**config.mk**
```make
export PLATFORM = sky130hd
export DESIGN_NAME = hawk_cpu_stall_rd
export DESIGN_NICKNAME = d
export VERILOG_FILES = /design/src/rtl/hacd_pkg.sv /design/src/rtl/hawk_rd_rfifo.sv /design/src/rtl/hawk_cpu_stall_rd.sv
export SDC_FILE = /design/constraint.sdc
export NUM_CORES = 1
export LEC_CHECK = 0
export CAP_MARGIN = 40
export CORE_MARGIN = 5
export CORE_UTILIZATION = 35
export CTS_CLUSTER_SIZE = 10
export DETAILED_ROUTE_END_ITERATION = 16
export PLACE_DENSITY = 0.59
export SLEW_MARGIN = 20
export SYNTH_ARGS = -nofsm -noshare
export SYNTH_HDL_FRONTEND = slang
export SYNTH_SLANG_ARGS = --single-unit
```
**constraint.sdc**
```tcl
create_clock -name clk -period 4.5 [get_ports clk]
set_input_delay 1.35 -clock clk [delete_from_list [all_inputs] [get_ports clk]]
set_output_delay 1.35 -clock clk [all_outputs]
set_load 0.005 [all_outputs]
```
**src/rtl/hacd_pkg.sv**
```systemverilog
// HACD shared types: HAWK override/request packets and the read-stall FSM states.
// AXI4 width macros fall back to local defaults when the build does not supply them.
`ifndef HACD_AXI4_DATA_WIDTH
`define HACD_AXI4_DATA_WIDTH 64
`endif
`ifndef HACD_AXI4_ADDR_WIDTH
`define HACD_AXI4_ADDR_WIDTH 48
`endif
`ifndef HACD_AXI4_ID_WIDTH
`define HACD_AXI4_ID_WIDTH 4
`endif
`ifndef HACD_AXI4_USER_WIDTH
`define HACD_AXI4_USER_WIDTH 4
`endif

package hacd_pkg;

  localparam int HACD_ADDR_W = `HACD_AXI4_ADDR_WIDTH;
  localparam int HACD_PAGE_W = HACD_ADDR_W - 12;

  typedef struct packed {
    logic                   allow_access;
    logic [HACD_ADDR_W-1:0] ppa;
  } hawk_cpu_ovrd_pkt_t;

  typedef struct packed {
    logic                   valid;
    logic [HACD_PAGE_W-1:0] hppa;
  } cpu_reqpkt_t;

  typedef enum logic [1:0] {
    IDLE       = 2'd0,
    WAIT_GRANT = 2'd1,
    ISSUE      = 2'd2,
    DATA       = 2'd3
  } hawk_rd_stall_state_e;

endpackage

```
**src/rtl/hawk_rd_rfifo.sv**
```systemverilog
// Synchronous FIFO for returned R beats; the head entry is read combinationally,
// so a beat pushed on one edge is visible at the output one cycle later.
module hawk_rd_rfifo #(
  parameter int WIDTH = 8,
  parameter int DEPTH = 4
) (
  input  logic             clk,
  input  logic             rst,
  input  logic             push,
  input  logic [WIDTH-1:0] push_data,
  input  logic             pop,
  output logic [WIDTH-1:0] pop_data,
  output logic             full,
  output logic             empty
);

  localparam int AW = $clog2(DEPTH);

  logic [WIDTH-1:0] mem [DEPTH];
  logic [AW:0]      wr_ptr;
  logic [AW:0]      rd_ptr;

  // Extra MSB distinguishes full from empty when the index bits match.
  assign empty    = (wr_ptr == rd_ptr);
  assign full     = (wr_ptr[AW] != rd_ptr[AW]) && (wr_ptr[AW-1:0] == rd_ptr[AW-1:0]);
  assign pop_data = mem[rd_ptr[AW-1:0]];

  always_ff @(posedge clk or posedge rst) begin
    if (rst) begin
      wr_ptr <= '0;
      rd_ptr <= '0;
    end else begin
      if (push && !full)  wr_ptr <= wr_ptr + 1'b1;
      if (pop  && !empty) rd_ptr <= rd_ptr + 1'b1;
    end
  end

  always_ff @(posedge clk) begin
    if (push && !full) mem[wr_ptr[AW-1:0]] <= push_data;
  end

endmodule

```
**src/rtl/hawk_cpu_stall_rd.sv**
```systemverilog
// Holds each CPU AR until HAWK grants (optionally overriding the page) or is inactive, then forwards it.
// Optional grant-wait timeout under HACD_RD_STALL_TIMEOUT_EN; R beats return through hawk_rd_rfifo.
module hawk_cpu_stall_rd
  import hacd_pkg::*;
#(
  parameter int DATA_WIDTH     = `HACD_AXI4_DATA_WIDTH,
  parameter int ADDR_WIDTH     = `HACD_AXI4_ADDR_WIDTH,
  parameter int ID_WIDTH       = `HACD_AXI4_ID_WIDTH,
  parameter int USER_WIDTH     = `HACD_AXI4_USER_WIDTH,
  parameter int RFIFO_DEPTH    = 4,
  parameter int TIMEOUT_CYCLES = 1024
) (
  input  logic                  clk,
  input  logic                  rst,
  input  hawk_cpu_ovrd_pkt_t    hawk_cpu_ovrd_pkt,
  output cpu_reqpkt_t           cpu_reqpkt,
  input  logic                  hawk_inactive,
  output logic                  stall_timeout,
  input  logic [ID_WIDTH-1:0]   s_axi_arid,
  input  logic [ADDR_WIDTH-1:0] s_axi_araddr,
  input  logic [7:0]            s_axi_arlen,
  input  logic [2:0]            s_axi_arsize,
  input  logic [1:0]            s_axi_arburst,
  input  logic                  s_axi_arlock,
  input  logic [3:0]            s_axi_arcache,
  input  logic [2:0]            s_axi_arprot,
  input  logic [3:0]            s_axi_arqos,
  input  logic [3:0]            s_axi_arregion,
  input  logic [USER_WIDTH-1:0] s_axi_aruser,
  input  logic                  s_axi_arvalid,
  output logic                  s_axi_arready,
  output logic [ID_WIDTH-1:0]   s_axi_rid,
  output logic [DATA_WIDTH-1:0] s_axi_rdata,
  output logic [1:0]            s_axi_rresp,
  output logic                  s_axi_rlast,
  output logic [USER_WIDTH-1:0] s_axi_ruser,
  output logic                  s_axi_rvalid,
  input  logic                  s_axi_rready,
  output logic [ID_WIDTH-1:0]   m_axi_arid,
  output logic [ADDR_WIDTH-1:0] m_axi_araddr,
  output logic [7:0]            m_axi_arlen,
  output logic [2:0]            m_axi_arsize,
  output logic [1:0]            m_axi_arburst,
  output logic                  m_axi_arlock,
  output logic [3:0]            m_axi_arcache,
  output logic [2:0]            m_axi_arprot,
  output logic [3:0]            m_axi_arqos,
  output logic [3:0]            m_axi_arregion,
  output logic [USER_WIDTH-1:0] m_axi_aruser,
  output logic                  m_axi_arvalid,
  input  logic                  m_axi_arready,
  input  logic [ID_WIDTH-1:0]   m_axi_rid,
  input  logic [DATA_WIDTH-1:0] m_axi_rdata,
  input  logic [1:0]            m_axi_rresp,
  input  logic                  m_axi_rlast,
  input  logic [USER_WIDTH-1:0] m_axi_ruser,
  input  logic                  m_axi_rvalid,
  output logic                  m_axi_rready
);

  localparam int RW = ID_WIDTH + DATA_WIDTH + 2 + 1 + USER_WIDTH;

  hawk_rd_stall_state_e state, state_d;
  logic ar_hs, grant, r_push, r_pop, tmo_hit, fifo_full, fifo_empty;
  logic unused_ppa_lo;

  assign ar_hs         = s_axi_arvalid && s_axi_arready;
  assign grant         = hawk_cpu_ovrd_pkt.allow_access && !hawk_inactive;
  assign r_push        = m_axi_rvalid && m_axi_rready;
  assign r_pop         = s_axi_rvalid && s_axi_rready;
  assign unused_ppa_lo = ^hawk_cpu_ovrd_pkt.ppa[11:0];

  assign cpu_reqpkt.valid = (state == WAIT_GRANT);
  assign cpu_reqpkt.hppa  = HACD_PAGE_W'(m_axi_araddr[ADDR_WIDTH-1:12]);

`ifdef HACD_RD_STALL_TIMEOUT_EN
  localparam int TW = $clog2(TIMEOUT_CYCLES) + 1;
  logic [TW-1:0] tmo_cnt;
  logic          tmo_flag;

  // Fail-open: a grant or bypass arriving on the last cycle still wins.
  assign tmo_hit = (state == WAIT_GRANT) && !grant && !hawk_inactive &&
                   (tmo_cnt == TW'(TIMEOUT_CYCLES - 1));
  assign stall_timeout = tmo_flag;

  always_ff @(posedge clk or posedge rst) begin
    if (rst) begin
      tmo_cnt  <= '0;
      tmo_flag <= 1'b0;
    end else begin
      if (ar_hs)                    tmo_cnt <= '0;
      else if (state == WAIT_GRANT) tmo_cnt <= tmo_cnt + 1'b1;
      if (tmo_hit) tmo_flag <= 1'b1;
    end
  end
`else
  localparam int tmo_cfg_unused = TIMEOUT_CYCLES;
  assign tmo_hit       = 1'b0;
  assign stall_timeout = 1'b0;
`endif

  always_comb begin
    state_d = state;
    unique case (state)
      IDLE:       if (ar_hs) state_d = WAIT_GRANT;
      WAIT_GRANT: if (grant || hawk_inactive || tmo_hit) state_d = ISSUE;
      ISSUE:      if (m_axi_arvalid && m_axi_arready) state_d = DATA;
      DATA:       if (r_push && m_axi_rlast) state_d = IDLE;
      default:    state_d = IDLE;
    endcase
  end

  always_ff @(posedge clk or posedge rst) begin
    if (rst) begin
      state          <= IDLE;
      s_axi_arready  <= 1'b0;
      m_axi_arvalid  <= 1'b0;
      m_axi_arid     <= '0;
      m_axi_araddr   <= '0;
      m_axi_arlen    <= '0;
      m_axi_arsize   <= '0;
      m_axi_arburst  <= '0;
      m_axi_arlock   <= 1'b0;
      m_axi_arcache  <= '0;
      m_axi_arprot   <= '0;
      m_axi_arqos    <= '0;
      m_axi_arregion <= '0;
      m_axi_aruser   <= '0;
    end else begin
      state         <= state_d;
      s_axi_arready <= (state_d == IDLE);
      m_axi_arvalid <= (state_d == ISSUE);
      if (ar_hs) begin
        m_axi_arid     <= s_axi_arid;
        m_axi_araddr   <= s_axi_araddr;
        m_axi_arlen    <= s_axi_arlen;
        m_axi_arsize   <= s_axi_arsize;
        m_axi_arburst  <= s_axi_arburst;
        m_axi_arlock   <= s_axi_arlock;
        m_axi_arcache  <= s_axi_arcache;
        m_axi_arprot   <= s_axi_arprot;
        m_axi_arqos    <= s_axi_arqos;
        m_axi_arregion <= s_axi_arregion;
        m_axi_aruser   <= s_axi_aruser;
      end else if (state == WAIT_GRANT && grant) begin
        m_axi_araddr <= {hawk_cpu_ovrd_pkt.ppa[ADDR_WIDTH-1:12], m_axi_araddr[11:0]};
      end
    end
  end

  // rready already low when full, so a push never meets a full FIFO.
  assign m_axi_rready = (state == DATA) && !fifo_full;
  assign s_axi_rvalid = !fifo_empty;

  hawk_rd_rfifo #(
    .WIDTH (RW),
    .DEPTH (RFIFO_DEPTH)
  ) u_rfifo (
    .clk       (clk),
    .rst       (rst),
    .push      (r_push),
    .push_data ({m_axi_rid, m_axi_rdata, m_axi_rresp, m_axi_rlast, m_axi_ruser}),
    .pop       (r_pop),
    .pop_data  ({s_axi_rid, s_axi_rdata, s_axi_rresp, s_axi_rlast, s_axi_ruser}),
    .full      (fifo_full),
    .empty     (fifo_empty)
  );

endmodule

```
==> metrics.md, run 1 <==
| Metric | Value |
|---|---|
| Wirelength per Cell | 22.1 µm |
| Synth Area in Compound Gates | 1.88% |
| Gate Count Post-Synth | 743 |
| FP Rows | 76 |
| CP endpoint kind | output pin |
| Die height | 218 µm |
| Fill cells | 3706 |
| RSZ-0062 raised after global routing | no |
| Post-CTS resize count | 0 |
| Via count | 8299 |
| Number of max-cap violations | 0 |
| Die X | 218 µm |
| Post-route minimum period | 4140 ps |
| Worst endpoint required time | 3150 ps |
| H-tree Lvls | 2 |
| Top cell type's share of synthesized area | 59.5% |
| I/O Pins | 418 |
| Leakage power | 0.00761 µW |
| Setup violators final | 0 |
| Final instance area | 21100 µm² |
| Placed cell areas | 19800 µm² |
| Synthesized-area fraction occupied by xor and xnor cells | 0.553% |
| PortBufs | 404 |
| Post-route ant nets | 0 |
| Antenna diode instance count | 0 |
| Final Hold Fails | 0 |
| Worst Tran Pin Value | 758 ps |
| Mux cell area share after synthesis | 17.3% |
| CTS Buf Count | 46 |
| Post-synthesis sequential area ratio | 75.2% |
| Syn_area_per_cell | 20.4 µm² |
| DP HPWL | 27700 µm |
| Pwr Density | 621 nW/µm² |
| Commonest non-fill, non-tap cell in the layout | clkdlybuf4s50_1 |
| Simple-Gate Fraction of Synth Area | 1.54% |
| Adder-Cell Fraction of Synth Area | 0.413% |
| Final Core Density | 49.2% |
| Die ar. | 47500 µm² |
| GRT Overall Usage | 15.9% |
| WL final | 38800 µm |
| Area occupied by multi-input gates | 3310 µm² |
| DRC | 0 |
| Syn nets | 964 |
| Sequential Area | 11400 µm² |
| Synthesis-to-finish area growth | 39.6% |
| Worst VDD drop | 0.343 mV |
| Startpoint Class | register |
| YS warnings | 0 |
| Clock transition at the registers of the reported paths | 60 ps |
| Vias in the first global route | 8581 |
| Post-CTS setup buffer count | 0 |
| F_max | 242 MHz |
| Drt pass-1 iters | 4 |
| Post-synth EDFFs | 300 |
| Unique masters post-synth | 34 |
| Layout cells sized above 1 | 18.5% |
| CTS root buf | clkbuf_16 |
| Antenna violations before repair | 8 |
| Sinks on Clock Net | 395 |
| Max-slew violation count | 0 |
| Setup CP Type | register to output pin |
| Gr ovfl total | 0 |
| CTS tree | done |
| Largest family of logic cells by synthesized area | multiplexers |
| Setup tns final | 0 ps |
| # hold bufs at CTS | 0 |
| Worst-Skew Late Latency | 570 ps |
| Global-route wire length before repair | 56400 µm |
| Post-Route Skew | 25.8 ps |
| Status | finished clean |
| Max Root-Sink Buffers | 3 |
| FF-to-FF setup slack | 2070 ps |
| Initial core utilization | 35.2% |
| Post-Synthesis Cell Area | 15100 µm² |
| DRT iter0 DRCs | 467 |
| Crit-path max FO | 23 |
| Vias per cell | 4.73 |
| Async SR Flop Fraction | 24.1% |
| Final Cycle Share | 91.9% |
| Slew headroom | 49.5% |
| Hold/Removal Path Class | register to register |
| Gpl congestion | 0.764 |
| Top post-synthesis cells by area | edfxtp_1 (59%), dfrtp_1 (16%), mux4_2 (11%) |
| Crit path arrival time | 2790 ps |
| Area leader, netlist | edfxtp_1 |
| Commonest cells after routing, fill and taps aside | clkdlybuf4s50_1 (404), edfxtp_1 (300), dfrtp_1 (93) |
| Largest net degree at the start of global routing | 74 |
| Synth Flop Type | edfxtp_1 |
| Core Region | 43000 µm² |
| FF+latch count, synth | 395 |
| Final #Nets | 1369 |
-- worst max-delay path: stages (launching register included) --
cell and delay (ps):
dfrtp_4 770, buf_4 360, mux4_2 570, clkdlybuf4s50_1 480
-- cell usage after synthesis, drive strengths merged (2+ instances only) --
| library cell | instances |
|---|---|
| dfrtp | 95 |
| mux2i | 36 |
| nand3 | 2 |
| o21ai | 38 |
| mux2 | 50 |
| a31oi | 2 |
| ha | 5 |
| nand3b | 2 |
| nand2 | 41 |
| clkbuf | 6 |
| mux4 | 75 |
| nor2 | 3 |
| and2 | 4 |
| buf | 65 |
| xor2 | 2 |
| inv | 4 |
| xnor2 | 5 |
| edfxtp | 300 |
-- power breakdown --
part / internal [µW] / leakage, µW / switching, µW / total [µW]
clock network: 1940 / 0.000646 / 1390 / 3340
logic: 2880 / 0.00309 / 1750 / 4640
registers: 4690 / 0.00387 / 461 / 5150
total: 9520 / 0.00761 / 3610 / 13100
-- area by class of cell --
class                           instances  share of cell area [%]
Clock buffer                           66                    5.99
Timing Repair Buffer                  428                    20.5
Tap cell                              585                    3.46
Multi-Input combinational cell        273                    15.7
Sequential cell                       395                    53.9
Clock inverter                          4                   0.379
Inverter                                4                  0.0828
-- layer usage --
metal	track usage, %	vias to the layer above	part of all wire [%]
li1	-	3697	-
met1	18.0	4199	36
met2	27.9	320	52
met3	6.25	69	9.7
met4	4.63	14	2.3
met5	0	-	0.23
-- final timing paths --
kind / from / to / cells after the start
max in group asynchronous: rst / m_axi_araddr[47] / 4
worst min-delay path: m_axi_arburst[0] / m_axi_arburst[0] / 1
worst min register to register: m_axi_arburst[0] / m_axi_arburst[0] / 1
worst max-delay path: u_rfifo.rd_ptr[0] / s_axi_rdata[5] / 3
min in group asynchronous: rst / m_axi_arlen[0] / 2
worst max register to register: u_rfifo.rd_ptr[0] / u_rfifo.mem[1][54] / 4
-- cells by family (layout without fill, tap and decap cells) --
family / after synthesis / after routing
and+or+nand+nor: 54 / 54
adders and majority gates: 5 / 5
AOI/OAI and AO/OA: 45 / 45
muxes: 161 / 161
xor gates and xnor gates: 7 / 7
other: 1 / 1
buffers and inverters: 75 / 502
DFF: 395 / 395
-- through the flow --
step           power (µW)  worst slack [ps]  cells  hold slack [ps]
6_report            13100               363   1755              499
3_3_place_gp         9950               910   1684              487
3_5_place_dp        10000               884   1684              491
2_1_floorplan        7310               557    743              493
5_1_grt             13900               196   1755              512
4_1_cts             13400               240   1754              504
-- sequential cells by signal (all words and copies together), names as in the netlist --
name / cells
m_axi_arvalid: 1
m_axi_arid: 4
u_rfifo.wr_ptr: 3
state: 2
m_axi_arregion: 4
m_axi_arlen: 8
m_axi_arcache: 4
m_axi_araddr: 48
m_axi_arqos: 4
m_axi_aruser: 4
m_axi_arsize: 3
s_axi_arready: 1
m_axi_arburst: 2
u_rfifo.rd_ptr: 3
u_rfifo.mem: 300
m_axi_arprot: 3
m_axi_arlock: 1
Power figures use the tool's default switching activity.
==> inputs of run 2 (changes only) <==
--- a/config.mk
+++ b/config.mk
@@ -8,7 +8,7 @@
 export CAP_MARGIN = 40
 export CORE_MARGIN = 5
 export CORE_UTILIZATION = 35
-export CTS_CLUSTER_SIZE = 10
+export CTS_CLUSTER_SIZE = 24
 export DETAILED_ROUTE_END_ITERATION = 16
 export PLACE_DENSITY = 0.59
 export SLEW_MARGIN = 20
==> metrics.md, run 2 (synthesis gave the netlist of run 1 again) <==
| Metric | Value |
|---|---|
| Status | finished clean |
| Hold/Removal Path Class | register to register |
| Worst-Skew Late Latency | 570 ps |
| Hold slack | 502 ps |
| Gr ovfl total | 0 |
| Post-CTS setup buffer count | 0 |
| Vias in the first global route | 8484 |
| Final Cycle Share | 91.4% |
| Largest net degree at the start of global routing | 74 |
| H-tree Lvls | 2 |
| Die ar. | 47500 µm² |
| FF-to-FF setup slack | 2090 ps |
| Die X | 218 µm |
| Commonest cells after routing, fill and taps aside | clkdlybuf4s50_1 (404), edfxtp_1 (300), dfrtp_1 (93) |
| Crit path cell chain | buf_4 > mux4_2 > clkdlybuf4s50_1 |
| Gpl congestion | 0.764 |
| # hold bufs at CTS | 0 |
| Worst Tran Pin Value | 763 ps |
| Initial core utilization | 35.2% |
| Leakage power | 0.00759 µW |
| CP max-delay cell | dfrtp_4 |
| Max incr delay on CP | 770 ps |
| Via count | 8178 |
| Delay-heaviest family, CP | buffers and inverters |
| CTS root buf | clkbuf_16 |
| Global-route wire length before repair | 56200 µm |
| Post-Route Skew | 9.95 ps |
| Clock transition at the registers of the reported paths | 60 ps |
| Post-route minimum period | 4110 ps |
| Commonest non-fill, non-tap cell in the layout | clkdlybuf4s50_1 |
| F_max | 243 MHz |
| Crit-path max FO | 23 |
| Core Region | 43000 µm² |
| Die height | 218 µm |
| Setup tns final | 0 ps |
| Worst endpoint required time | 3150 ps |
| Number of max-cap violations | 0 |
| Startpoint Class | register |
| Setup violators final | 0 |
| WL final | 38900 µm |
| CTS tree | done |
| Fill cells | 3707 |
| DRC | 0 |
| Max-slew violation count | 0 |
| Antenna violations before repair | 9 |
| Pwr Density | 618 nW/µm² |
| Crit path arrival time | 2760 ps |
| Max Root-Sink Buffers | 3 |
| DP HPWL | 27700 µm |
| Critical path capture point | s_axi_rdata[5] |
| RSZ-0062 raised after global routing | no |
| Final Hold Fails | 0 |
| CTS Buf Count | 42 |
| PortBufs | 404 |
| Layout cells sized above 1 | 18.8% |
| Setup CP Type | register to output pin |
| Vias per cell | 4.66 |
| Crit path buf inv count | 2 |
| Final #Nets | 1365 |
| Slew headroom | 49.1% |
| Post-route ant nets | 0 |
| Crit path from | u_rfifo.rd_ptr[0] |
| R2R depth | 4 |
| I/O Pins | 418 |
| Synthesis-to-finish area growth | 39.2% |
| DRT iter0 DRCs | 386 |
| Max reg flops | 300 |
| CP endpoint kind | output pin |
| FP Rows | 76 |
| Worst VDD drop | 0.343 mV |
| Post-CTS resize count | 0 |
| Worst path depth | 3 |
| GRT Overall Usage | 15.9% |
| Critical R2R Capture | u_rfifo.mem[1][45] |
| Worst reg2reg startpoint | u_rfifo.rd_ptr[0] |
| Drt pass-1 iters | 6 |
| Sinks on Clock Net | 395 |
| Wirelength per Cell | 22.2 µm |
-- run 2: per-layer routing --
layer / routed length [µm] / track usage (%)
met1: 14400 / 18.1
met2: 20200 / 27.8
met3: 3580 / 6.21
met4: 674 / 4.48
met5: 90 / 0
-- run 2: worst min-delay path by stage --
stage,from,to,slack [ps],depth (start not counted)
finish,m_axi_arlock,m_axi_arlock,500,1
floorplan,u_rfifo.wr_ptr[2],u_rfifo.wr_ptr[2],490,1
global route,m_axi_arlock,m_axi_arlock,510,1
CTS,m_axi_arburst[0],m_axi_arburst[0],510,1
global placement,m_axi_arprot[0],m_axi_arprot[0],490,1
detailed placement,m_axi_arlen[1],m_axi_arlen[1],490,1
-- run 2: worst register-to-register path: stages (launching register included) --
cell and delay [ps]:
dfrtp_4 770, xnor2_2 190, a31oi_4 310, and2_4 470, buf_4 350
-- run 2: final cells by class --
| cell class | instances | area [µm²] | share of cell area (%) |
|---|---|---|---|
| Sequential cell | 395 | 11400 | 54.0 |
| Timing Repair Buffer | 428 | 4340 | 20.6 |
| Multi-Input combinational cell | 273 | 3310 | 15.7 |
| Clock buffer | 52 | 1130 | 5.36 |
| Tap cell | 585 | 732 | 3.47 |
| Clock inverter | 17 | 154 | 0.730 |
| Inverter | 4 | 17.5 | 0.0831 |
| Antenna cell | 1 | 2.50 | 0.0119 |
-- run 2: report_power, final --
group	total, µW	switching (µW)	internal [µW]	leakage [µW]
Combinational	4640	1750	2880	0.00309
Clock	3240	1400	1850	0.000630
Sequential	5150	462	4690	0.00387
-- run 2: through the flow --
stage / std cells / worst slack, ps / util, % / power, µW / cell area (µm²)
floorplan: 743 / 557 / - / 7310 / 15100
global placement: 1684 / 910 / 46.0 / 9950 / 19800
detailed placement: 1684 / 884 / 46.0 / 10000 / 19800
CTS: 1753 / 245 / 49.0 / 13300 / 21100
global route: 1755 / 207 / 49.1 / 13700 / 21100
finish: 1755 / 385 / 49.1 / 13000 / 21100
